$ cat src/rtl/button_conditioner.sv
// Turns nine raw active-low push-buttons into clean one-cycle press pulses:
// 2-flop synchroniser, per-bit debounce, rise detection, lowest-index-first queue.
module button_conditioner #(
  parameter int DEBOUNCE_CYCLES = 500000,
  parameter int CNT_W           = $clog2(DEBOUNCE_CYCLES + 1)
) (
  input  logic       clk,
  input  logic       rst,
  input  logic       enable,
  input  logic [8:0] buttons_raw_n,
  output logic [8:0] buttons,
  output logic [8:0] buttons_held,
  output logic       any_held
);

  localparam logic [CNT_W-1:0] CNT_TC = CNT_W'(DEBOUNCE_CYCLES - 1);

  logic [8:0]       sync1;
  logic [8:0]       sync2;
  logic [8:0]       held;
  logic [8:0]       held_d;
  logic [8:0]       pending;
  logic [8:0]       rise;
  logic [8:0]       req;
  logic [8:0]       grant;
  logic [CNT_W-1:0] cnt [9];

  always_ff @(posedge clk) begin
    if (rst) begin
      sync1 <= '0;
      sync2 <= '0;
    end else begin
      sync1 <= ~buttons_raw_n;
      sync2 <= sync1;
    end
  end

  // Any cycle of agreement restarts the count, so short glitches never flip held.
  always_ff @(posedge clk) begin
    if (rst) begin
      held <= '0;
      for (int i = 0; i < 9; i++) cnt[i] <= '0;
    end else begin
      for (int i = 0; i < 9; i++) begin
        if (sync2[i] == held[i]) begin
          cnt[i] <= '0;
        end else if (cnt[i] == CNT_TC) begin
          held[i] <= sync2[i];
          cnt[i]  <= '0;
        end else begin
          cnt[i] <= cnt[i] + CNT_W'(1);
        end
      end
    end
  end

  // Disabling empties the request vector, which both drops new rises and flushes pending.
  always_comb begin
    rise  = held & ~held_d;
    req   = enable ? (pending | rise) : 9'd0;
    grant = req & (~req + 9'd1);
  end

  always_ff @(posedge clk) begin
    if (rst) begin
      held_d       <= '0;
      pending      <= '0;
      buttons      <= '0;
      buttons_held <= '0;
      any_held     <= 1'b0;
    end else begin
      held_d       <= held;
      pending      <= req & ~grant;
      buttons      <= grant;
      buttons_held <= held;
      any_held     <= |held;
    end
  end

endmodule

$ cat config.mk
export PLATFORM = sky130hd
export DESIGN_NAME = button_conditioner
export DESIGN_NICKNAME = d
export VERILOG_FILES = /design/src/rtl/button_conditioner.sv
export SDC_FILE = /design/constraint.sdc
export NUM_CORES = 1
export LEC_CHECK = 0
export BUFFER_PORTS_ARGS = -buffer_cell sky130_fd_sc_hd__buf_2
export CORE_MARGIN = 5
export CORE_UTILIZATION = 25
export CTS_CLUSTER_SIZE = 28
export DETAILED_ROUTE_END_ITERATION = 6
export GPL_ROUTABILITY_DRIVEN = 0
export PLACE_DENSITY = 0.49
export REMOVE_ABC_BUFFERS = 1
export SYNTH_ARGS = -nofsm -noshare
export SYNTH_HDL_FRONTEND = slang
export SYNTH_SLANG_ARGS = --single-unit
$ cat constraint.sdc
create_clock -name clk -period 4.9 [get_ports clk]
set_clock_uncertainty 0.15 [all_clocks]
set_input_delay 0.245 -clock clk [delete_from_list [all_inputs] [get_ports clk]]
set_output_delay 0.245 -clock clk [all_outputs]
set_load 0.01 [all_outputs]
* Yosys cells after proc, flatten, opt, wreduce, memory -nomap -nowiden
Memory sizes are Yosys's and may differ from the RTL's.
Index checks and enable logic that the tools add are counted.
** Storage, ports and cells
- Register bits after elaboration :: 55
- Memory bits (writable) :: 171
- Input port bits :: 12
- Output and inout bits :: 19
- Word-level logic and storage cells :: 227
- Memories :: 1
** Cells by class
- Add/subtract/negate cells :: 10
- Equality and inequality tests :: 18
- Mux-type cells :: 129
- Bitwise operators :: 44
- Reduce and logical (&&, ||, !) cells :: 10
** Memories
- cnt :: depth 9, bits a word 19, rd ports 9, clocked after memory_dff 0, write ports 9, RTL line 26 : logic [CNT_W-1:0] cnt [9];
** Operators by type and width (count)
- $mux W19 :: 27
- $add A19 B1 Y19 const B :: 9
- $eq A19 B19 Y1 const B :: 9
- $mux W1 :: 101
- $not A9 Y9 :: 4
- $and A9 B9 Y9 :: 3
- $or A1 B1 Y1 :: 27
- $reduce_and A2 Y1 :: 9
- $add A9 B1 Y9 const B :: 1
- $eq A1 B1 Y1 :: 9
- $mux W9 :: 1
- $not A1 Y1 :: 9
- $or A9 B9 Y9 :: 1
- $reduce_or A9 Y1 :: 1

* Depth between registers and ports, before layout
Gate-level depths: netlist of the first run.
- Depth after elaboration :: 9
- Depth in mapped cells :: 7
- Mapped depth without buffers :: 5

* Least setup slack after synthesis of the first run
No wires, ideal clock.
- Kind :: register to register
- From :: mem cnt[5][12] (netlist name)
- To :: mem cnt[5][12] (netlist name) (data pin)
- Library setup time :: 255 ps
- Data arrival time :: 1829 ps
- Required time :: 4495 ps
- Slack :: 2666 ps
- Stages on the path, launching flop included :: 6
- Path buffers :: 1
- Clock period less this slack :: 2234 ps
- Path through :: edfxtp_1 > or4b_1 > or3_1 > o21bai_2 > buf_4 > nor2_1
** RTL lines (RTL line)
- from (decl) :: 26

==> flow_summary_export.csv, run 1 <==
group,metric,value,unit
timing,relSlewSlack,49.5,%
finish,fin_area,0.0138,mm²
die,initial_core_util,25.3,%
timing,drv_slew,0,
timing,maxClockFrequency,388,MHz
finish,insertedDiodeCount,0,
min_path,hp-start,"buttons_raw_n[8]",
cts,cts.sinks,225,
logic_synthesis,synth_edf_count,171,
setup_path,r2r_slack,2.32,ns
logic_synthesis,ys_types,50,
logic_synthesis,postSynthCellCount,1069,
place,portBuffers,30,
logic_synthesis,syn_area,0.0112,mm²
logic_synthesis,async_reset_ff_share,0,%
cts,clkLatencyLatePin,0.55,ns
logic_synthesis,seq_area_frac_synth,55.5,%
logic_synthesis,synth_ff_type,"edfxtp_1",
min_path,hold_path_end,"sync1[8]",
routing,drc,0,
logic_synthesis,synth_area_leader_cell,"edfxtp_1",
setup_path,worst-path-buf-inv,0,
cts,clk_pin_slew,0.06,ns
timing,rsz0062_at_grt,"false",
setup_path,crit_family,"simple AND/OR/NAND/NOR gates",
routing,drt_iter0_drc,407,
min_path,hold_path_depth,3,
setup_path,slowest_stage,"o21bai_2",
setup_path,worst-path-max-fanout,17,
die,dieWidth,222,µm
power,cellPowerDensity,333,mW/mm²
grt,grt_start_max_net_pins,25,
die,die_area,0.0492,mm²
grt,grt_pass1_wl,38800,µm
place,dp_hpwl,16200,µm
run,cap_violations,0,
finish,final_nets,1313,
logic_synthesis,netlist_top_cells_area,"edfxtp_1, dfxtp_1, xor2_1",
setup_path,path_class,"reg2reg",
setup_path,critPathRequiredTime,5.02,ns
logic_synthesis,yosys_warnings,0,
timing,timing.hold.ws,0.242,ns
finish,seqCellArea,0.00622,mm²
routing,vias_per_cell,4.26,
cts,numCtsBuffers,28,
grt,antenna_found_initial,0,
timing,setup_viol_count_final,0,
outcome,status,"complete, no violations",
grt,grt_usage,9.13,%
setup_path,rr_startpoint,"cnt[5][12]",
setup_path,rr_worst_depth,4,
routing,vias,8124,
die,ioPinCount,31,
grt,grt_pass1_vias,7876,
min_path,hp-class,"in2reg",
cts,cts_resized,0,
finish,multiInputGateArea,0.00537,mm²
finish,drive_gt1_share,7.61,%
setup_path,critPathLaunchType,"flip-flop",
power,finalPower,4.61,mW
timing,setup_tns,0,ns
setup_path,cp_cell_sequence,"or4b_1 -> or3_1 -> o21bai_2 -> nor2_1",
cts,cts_max_level,1,
grt,overflow,0,
cts,cts_max_path_buffers,3,
finish,fin_util,31.3,%
logic_synthesis,ys_ff_latch,225,
finish,syn_to_final_growth,23.6,%
setup_path,critPathArrivalTime,2.70,ns
die,rows,77,
setup_path,timing.rr.end,"cnt[5][8]",
logic_synthesis,synth_top_area_share,45.8,%
cts,cts_tree,"done",
place,placed_area,0.0127,mm²
die,die_h,222,µm
setup_path,worst_setup_path_end_kind,"flip-flop",
timing,min_period_over_period,52.6,%
timing,hold_viol,0,
cts,cts-root-buf,"clkbuf_16",
routing,drtPass1Iterations,4,
power,peakVddDrop,0.271,mV
timing,period_needed,2.58,ns
setup_path,cpPeakStageDelay,0.64,ns
power,leakage,4.81,nW
die,core_area,0.0443,mm²
routing,final_antenna_net_count,0,
setup_path,cp-startpoint,"cnt[5][12]",
finish,fillCellCount,4604,
routing,routed_wirelength,22500,µm
logic_synthesis,avgSynthCellArea,10.5,µm²
timing,tightestPinTransition,0.757,ns
routing,post_drt_wl_per_cell,11.8,µm
-- kinds of logic (layout without fill, tap and decap cells) --
logic type                 after synthesis  in the layout  synth area share (%)
and+or+nand+nor                        525            525                  25.2
AOI/OAI and AO/OA                      121            121                  6.41
buffers and inverters                   66            141                  2.31
xor gates and xnor gates               122            122                  9.54
adders and majority gates                9              9                  1.00
DFF                                    225            225                  55.5
other                                    1            171                0.0335
-- registers in the layout, summed over array words and instances, names as in the netlist --
register,count
held_d,9
any_held,1
pending,8
buttons,9
sync2,9
sync1,9
held,9
cnt,171
-- power by group --
group / leakage, nW / total [mW] / switching [mW] / internal, mW
Sequential: 2.20 / 2.19 / 0.0746 / 2.12
Clock: 0.518 / 2.26 / 0.849 / 1.41
Combinational: 2.09 / 0.153 / 0.0876 / 0.0653
Total: 4.81 / 4.61 / 1.01 / 3.60
-- worst max-delay path by stage --
stage,depth (start not counted),endpoint,slack (ns)
3_5_place_dp,4,cnt[5][3],2.28
4_1_cts,4,cnt[5][3],2.29
5_1_grt,4,cnt[5][10],2.13
2_1_floorplan,4,cnt[5][10],2.65
3_3_place_gp,4,cnt[5][11],2.35
6_report,4,cnt[5][8],2.32
-- worst min-delay path, stage by stage --
cell and delay (ns):
dlygate4sd3_1 0.51, buf_2 0.10, nor2_1 0.03
-- final cells by class --
cell class / instances / area share (%)
Clock inverter: 12 / 0.903
Multi-Input combinational cell: 948 / 38.8
Sequential cell: 225 / 44.9
Timing Repair Buffer: 52 / 2.49
Clock buffer: 40 / 6.60
Inverter: 37 / 1.00
Tap cell: 592 / 5.35
-- layout by cell type, fill, tap and decap left out, types with 3 or more instances in the layout --
master and n:
dlygate4sd3_1 12, xnor2_1 54, a21o_1 4, nand2b_1 13, nor4bb_1 4, ha_1 9, a21oi_1 52, and4_1 18
dfxtp_1 54, and3_1 11, or2_2 3, nor4_1 20, inv_1 36, inv_4 5, nand2_1 55, o21bai_1 8
clkbuf_16 35, nor4b_1 13, edfxtp_1 171, nand3_1 60, or3_1 32, or4_1 23, or4b_1 4, clkbuf_1 3
nor2b_1 23, nand4b_1 4, xor2_1 68, and2_1 6, conb_1 171, nor3_1 25, nor2_1 156, o31ai_1 17
o21ai_0 28, clkinv_2 3, buf_2 30, buf_4 10, nand4_1 49
-- Yosys cell counts (all sizes together), types with 28 or more instances --
cell and number:
a21oi 52, o21ai 28, nand2 56, xor2 68
nor2 156, xnor2 54, inv 37, or3 32
nand4 50, dfxtp 54, nand3 61, edfxtp 171
-- metal layers --
| metal | global-route usage [%] | routed length, µm | vias up |
|---|---|---|---|
| met1 | 12.4 | 11200 | 3810 |
| li1 | - | - | 4219 |
| met5 | 0 | 0 | - |
| met2 | 14.9 | 10100 | 57 |
| met3 | 1.72 | 712 | 38 |
| met4 | 2.59 | 514 | 0 |
-- metrics by stage --
stage,std cells,setup slack [ns]
2_1_floorplan,1210,2.65
4_1_cts,1906,2.29
6_report,1906,2.32
3_3_place_gp,1842,2.35
3_5_place_dp,1842,2.28
5_1_grt,1906,2.13
-- what timing repair did --
item	4_1_cts	5_1_grt
buffers inserted	0	0
setup endpoints to repair	0	0
hold endpoints to repair	15	0
hold buffers	12	0
No activity file was read; power rests on OpenSTA's default activity.
==> run 2: changes to the inputs <==
==> constraint.sdc (replaced) <==
create_clock -name clk -period 2.65 [get_ports clk]
set_clock_uncertainty 0.15 [all_clocks]
set_input_delay 0.1325 -clock clk [delete_from_list [all_inputs] [get_ports clk]]
set_output_delay 0.1325 -clock clk [all_outputs]
set_load 0.01 [all_outputs]
==> run 2 against run 1 <==
Via count hardly changed. Die area stayed put. First-iteration DRC count increased by 6.1%. Sequential power up 85%. Critical path type unchanged.
==> flow_summary_export.csv, run 2 (same netlist as run 1, synthesis figures left out) <==
group,metric,value,unit
grt,overflow,0,
min_path,hp-start,"rst",
setup_path,critPathRequiredTime,2.79,ns
finish,final_cell_mix,"edfxtp_1, conb_1, nor2_1",
cts,cts_resized,0,
routing,vias_per_cell,4.24,
setup_path,slowest_stage,"or4b_1",
power,internal-power,6.32,mW
timing,setup_tns,0,ns
routing,drtPass1Iterations,5,
cts,cts-root-buf,"clkbuf_16",
grt,grt_usage,8.88,%
die,die_h,222,µm
cts,numCtsBuffers,28,
finish,regMostFlops,"cnt",
power,power_frac_seq,50.2,%
setup_path,cp_cell_sequence,"or4b_1 -> or3_1 -> o21bai_2 -> buf_4 -> a21oi_1",
run,cap_violations,0,
setup_path,worst-path-max-fanout,7,
timing,setup_viol_count_final,0,
die,dieWidth,222,µm
power,leakage,4.80,nW
timing,tightestPinTransition,0.806,ns
finish,fin_util,31.1,%
finish,final_nets,1321,
routing,final_antenna_net_count,0,
power,p_switching,1.77,mW
cts,cts_max_path_buffers,3,
power,p_sw_share,21.9,%
die,initial_core_util,25.3,%
timing,period_needed,2.37,ns
timing,relSlewSlack,46.3,%
routing,top_layer_used,"met4",
setup_path,cp-startpoint,"cnt[5][12]",
setup_path,rr_worst_depth,5,
setup_path,path_class,"reg2reg",
finish,seqCellArea,0.00622,mm²
timing,maxClockFrequency,422,MHz
grt,grt_start_max_net_pins,40,
routing,post_drt_wl_per_cell,11.7,µm
grt,grt_pass1_vias,7634,
routing,routed_wirelength,22300,µm
min_path,hold_path_depth,2,
routing,drt_iter0_drc,432,
setup_path,critPathArrivalTime,2.50,ns
routing,wl_met3,809,µm
place,portBuffers,30,
die,core_area,0.0443,mm²
finish,fillCellCount,4632,
grt,grt_pass1_wl,37300,µm
finish,insertedDiodeCount,0,
setup_path,r2r_slack,0.28,ns
die,ioPinCount,31,
min_path,hp-class,"in2reg",
cts,clk_pin_slew,0.06,ns
power,peakVddDrop,0.539,mV
setup_path,timing.rr.end,"cnt[5][15]",
power,cellPowerDensity,586,mW/mm²
power,power_frac_clock,46.3,%
min_path,hold_path_end,"sync1[0]",
cts,clkLatencyLatePin,0.54,ns
finish,syn_to_final_growth,23.2,%
setup_path,rr_startpoint,"cnt[5][12]",
timing,min_period_over_period,89.4,%
setup_path,critPathLaunchType,"flip-flop",
setup_path,worst_setup_path_end_kind,"flip-flop",
setup_path,cpPeakStageDelay,0.53,ns
timing,hold_viol,0,
place,dp_hpwl,15900,µm
finish,multiInputGateArea,0.00537,mm²
cts,cts.sinks,225,
die,rows,77,
cts,cts_max_level,1,
timing,drv_slew,0,
routing,met1Wirelength,11100,µm
cts,cts_tree,"done",
routing,drc,0,
power,power_frac_comb,3.5,%
routing,vias,8117,
finish,largest_register_ffs,171,
die,die_area,0.0492,mm²
routing,wl_met2,10000,µm
outcome,status,"complete, no violations",
finish,drive_gt1_share,8.09,%
grt,antenna_found_initial,0,
timing,rsz0062_at_grt,"false",
==> run 2: final cells by class <==
cell class	instances	share of cell area [%]
Multi-Input combinational cell	948	38.9
Timing Repair Buffer	60	2.94
Inverter	37	1.01
Clock buffer	40	6.30
Tap cell	592	5.37
Clock inverter	12	0.444
Sequential cell	225	45.0
==> run 2: per-layer routing <==
metal / track usage, % / up-vias
met5: 0 / -
met2: 14.5 / 75
li1: - / 4233
met4: 2.33 / 0
met1: 12.2 / 3777
met3: 1.73 / 32
==> run 2: through the flow <==
step	power [mW]	setup slack, ns	hold slack, ns	instance area [µm²]	std cells
3_5_place_dp	4.40	0.259	0.135	12700	1850
4_1_cts	8.27	0.247	0.00279	13800	1914
3_3_place_gp	4.40	0.299	0.137	12700	1850
5_1_grt	8.49	0.178	0.0478	13800	1914
6_report	8.09	0.280	0.0118	13800	1914
2_1_floorplan	4.29	0.396	0.0492	11700	1210
==> run 2: power groups by stage <==
stage	clock network (mW)	logic (mW)	registers, mW
after floorplan	0	0.204	4.09
after global placement	0	0.269	4.13
after detailed placement	0	0.268	4.13
after CTS	3.93	0.284	4.06
after global routing	4.08	0.332	4.08
final	3.74	0.285	4.06
==> run 2: how the worst max path moves through the flow <==
stage | endpoint | cells past startpoint
2_1_floorplan | cnt[5][10] | 4
3_3_place_gp | cnt[5][16] | 5
3_5_place_dp | cnt[5][17] | 5
4_1_cts | cnt[5][15] | 5
5_1_grt | cnt[5][15] | 5
6_report | cnt[5][15] | 5
==> run 2: critical path, delay by kind of cell, from the launching register on <==
kind,cells,cell delay [ns]
buffers and inverters,1,0.21
and+or+nand+nor,2,0.96
DFF,1,0.43
AOI/OAI and AO/OA,2,0.35
==> run 2: timing repair <==
action,in CTS,in global routing
setup buffers,0,0
hold endpoints to repair,26,0
hold buffers,12,0
==> run 3: changes to the inputs <==
--- a/config.mk
+++ b/config.mk
@@ -11,7 +11,7 @@
 export CTS_CLUSTER_SIZE = 28
 export DETAILED_ROUTE_END_ITERATION = 6
 export GPL_ROUTABILITY_DRIVEN = 0
-export PLACE_DENSITY = 0.49
+export PLACE_DENSITY = 0.46
 export REMOVE_ABC_BUFFERS = 1
 export SYNTH_ARGS = -nofsm -noshare
 export SYNTH_HDL_FRONTEND = slang
==> run 3 against run 2 <==
Worst setup slack improved by 0.14 ns. Core utilization about the same. Cell area about the same. Sequential power is essentially flat. Die area stayed put. Total power rose by 1.1%. Non-clock buffer count decreased by 4. Critical path depth unchanged. Flip-flop and latch count stayed put. Register-to-register slack improved by 0.14 ns. Combinational power about the same. Critical path type unchanged. Largest power group unchanged.
==> flow_summary_export.csv, run 3 (same netlist as run 1, synthesis figures left out) <==
group,metric,value,unit
finish,largest_register_ffs,171,
setup_path,worst_setup_path_end_kind,"flip-flop",
timing,drv_slew,0,
cts,numCtsBuffers,28,
cts,cts_max_level,1,
setup_path,crit_path_end,"cnt[6][18]",
grt,grt_pass1_vias,7760,
cts,cts_setup_buffers,0,
setup_path,critPathArrivalTime,2.38,ns
finish,regMostFlops,"cnt",
setup_path,critPathRequiredTime,2.80,ns
die,die_area,0.0492,mm²
run,cap_violations,0,
die,core_area,0.0443,mm²
timing,setup_tns,0,ns
grt,grt_pass1_wl,38500,µm
finish,syn_to_final_growth,23.0,%
power,power_frac_comb,3.5,%
routing,post_drt_wl_per_cell,11.9,µm
power,leakage,4.78,nW
power,p_sw_share,21.6,%
cts,clkLatencyLatePin,0.54,ns
timing,relSlewSlack,46.1,%
setup_path,critPathLaunchType,"flip-flop",
power,p_switching,1.76,mW
min_path,hp-class,"in2reg",
finish,fin_util,31.1,%
timing,maxClockFrequency,449,MHz
routing,final_antenna_net_count,0,
die,rows,77,
place,dp_hpwl,16100,µm
grt,overflow,0,
finish,final_cell_mix,"edfxtp_1, conb_1, nor2_1",
cts,cts.sinks,225,
power,power_frac_seq,49.6,%
routing,vias,8050,
finish,final_nets,1317,
routing,vias_per_cell,4.21,
routing,routed_wirelength,22700,µm
setup_path,r2r_slack,0.42,ns
grt,grt_usage,9.17,%
grt,antenna_found_initial,0,
die,dieWidth,222,µm
setup_path,rr_startpoint,"cnt[6][0]",
power,cellPowerDensity,593,mW/mm²
outcome,status,"complete, no violations",
timing,period_needed,2.23,ns
timing,hold_viol,0,
grt,grt_start_max_net_pins,41,
power,peakVddDrop,0.485,mV
cts,clk_pin_slew,0.06,ns
routing,drt_iter0_drc,430,
setup_path,path_class,"reg2reg",
cts,cts_hold_buffers,10,
finish,fillCellCount,4659,
timing,min_period_over_period,84.1,%
power,power_frac_clock,46.9,%
routing,drtPass1Iterations,5,
cts,cts_tree,"done",
die,ioPinCount,31,
timing,setup_viol_count_final,0,
finish,insertedDiodeCount,0,
finish,drive_gt1_share,7.74,%
power,internal-power,6.41,mW
setup_path,cp-startpoint,"cnt[6][0]",
cts,cts_max_path_buffers,3,
setup_path,rr_worst_depth,5,
die,initial_core_util,25.3,%
place,portBuffers,30,
setup_path,worst-path-max-fanout,6,
cts,cts_resized,0,
cts,cts-root-buf,"clkbuf_16",
timing,tightestPinTransition,0.809,ns
routing,drc,0,
setup_path,timing.rr.end,"cnt[6][18]",
timing,rsz0062_at_grt,"false",
die,die_h,222,µm
-- run 3: cell types whose count changed in the layout (fill, tap and decap cells not counted), sizes merged --
cell	before	now
clkinv	10	6
inv	39	37
clkbuf	40	46
buf	48	46
dlygate4sd3	12	10
-- run 3: layer usage --
layer / vias up / part of all wire [%] / global-route usage (%) / routed length, µm
li1: 4227 / - / - / -
met2: 80 / 44 / 14.6 / 10000
met5: - / 0 / 0 / 0
met3: 37 / 3.6 / 1.72 / 825
met4: 0 / 2.4 / 3.08 / 547
met1: 3706 / 50 / 12.6 / 11300
-- run 3: worst min-delay path by stage --
stage	start	to	slack [ns]	cells past startpoint
6_report	rst	sync1[4]	0.02	2
5_1_grt	rst	sync1[2]	0.07	2
4_1_cts	rst	sync1[4]	0.01	2
3_5_place_dp	buttons_raw_n[8]	sync1[8]	0.14	2
3_3_place_gp	buttons_raw_n[8]	sync1[8]	0.14	2
2_1_floorplan	rst	sync1[0]	0.05	1
-- run 3: metrics by stage --
step                std cells  hold slack [ns]  setup WS (ns)  area (µm²)  power [mW]
floorplan                1210           0.0492          0.396       11700        4.29
global placement         1848            0.136          0.451       12700        4.40
detailed placement       1848            0.136          0.439       12700        4.40
CTS                      1910           0.0144          0.419       13800        8.35
global route             1910           0.0750          0.292       13800        8.56
finish                   1910           0.0188          0.420       13800        8.17
-- run 3: layout make-up --
cell class / instances / area, µm² / area share [%]
clock buffer: 46 / 923 / 6.70
tap: 592 / 741 / 5.37
multi-input combinational: 948 / 5370 / 38.9
inverter: 37 / 139 / 1.01
sequential: 225 / 6220 / 45.1
clock inverter: 6 / 30.0 / 0.218
timing repair buffer: 56 / 370 / 2.69
-- run 3: critical path, stage by stage, from the launching register on --
cell      delay [ns]
edfxtp_1        0.40
ha_1            0.22
nand4_1         0.28
nor4_1          0.67
a21o_1          0.20
a21oi_1         0.05
-- run 3: power groups by stage --
stage               sequential [mW]  combinational (mW)  clock, mW
detailed placement             4.13               0.269          0
global route                   4.08               0.334       4.14
global placement               4.13               0.269          0
finish                         4.06               0.282       3.83
floorplan                      4.09               0.204          0
CTS                            4.06               0.283       4.01
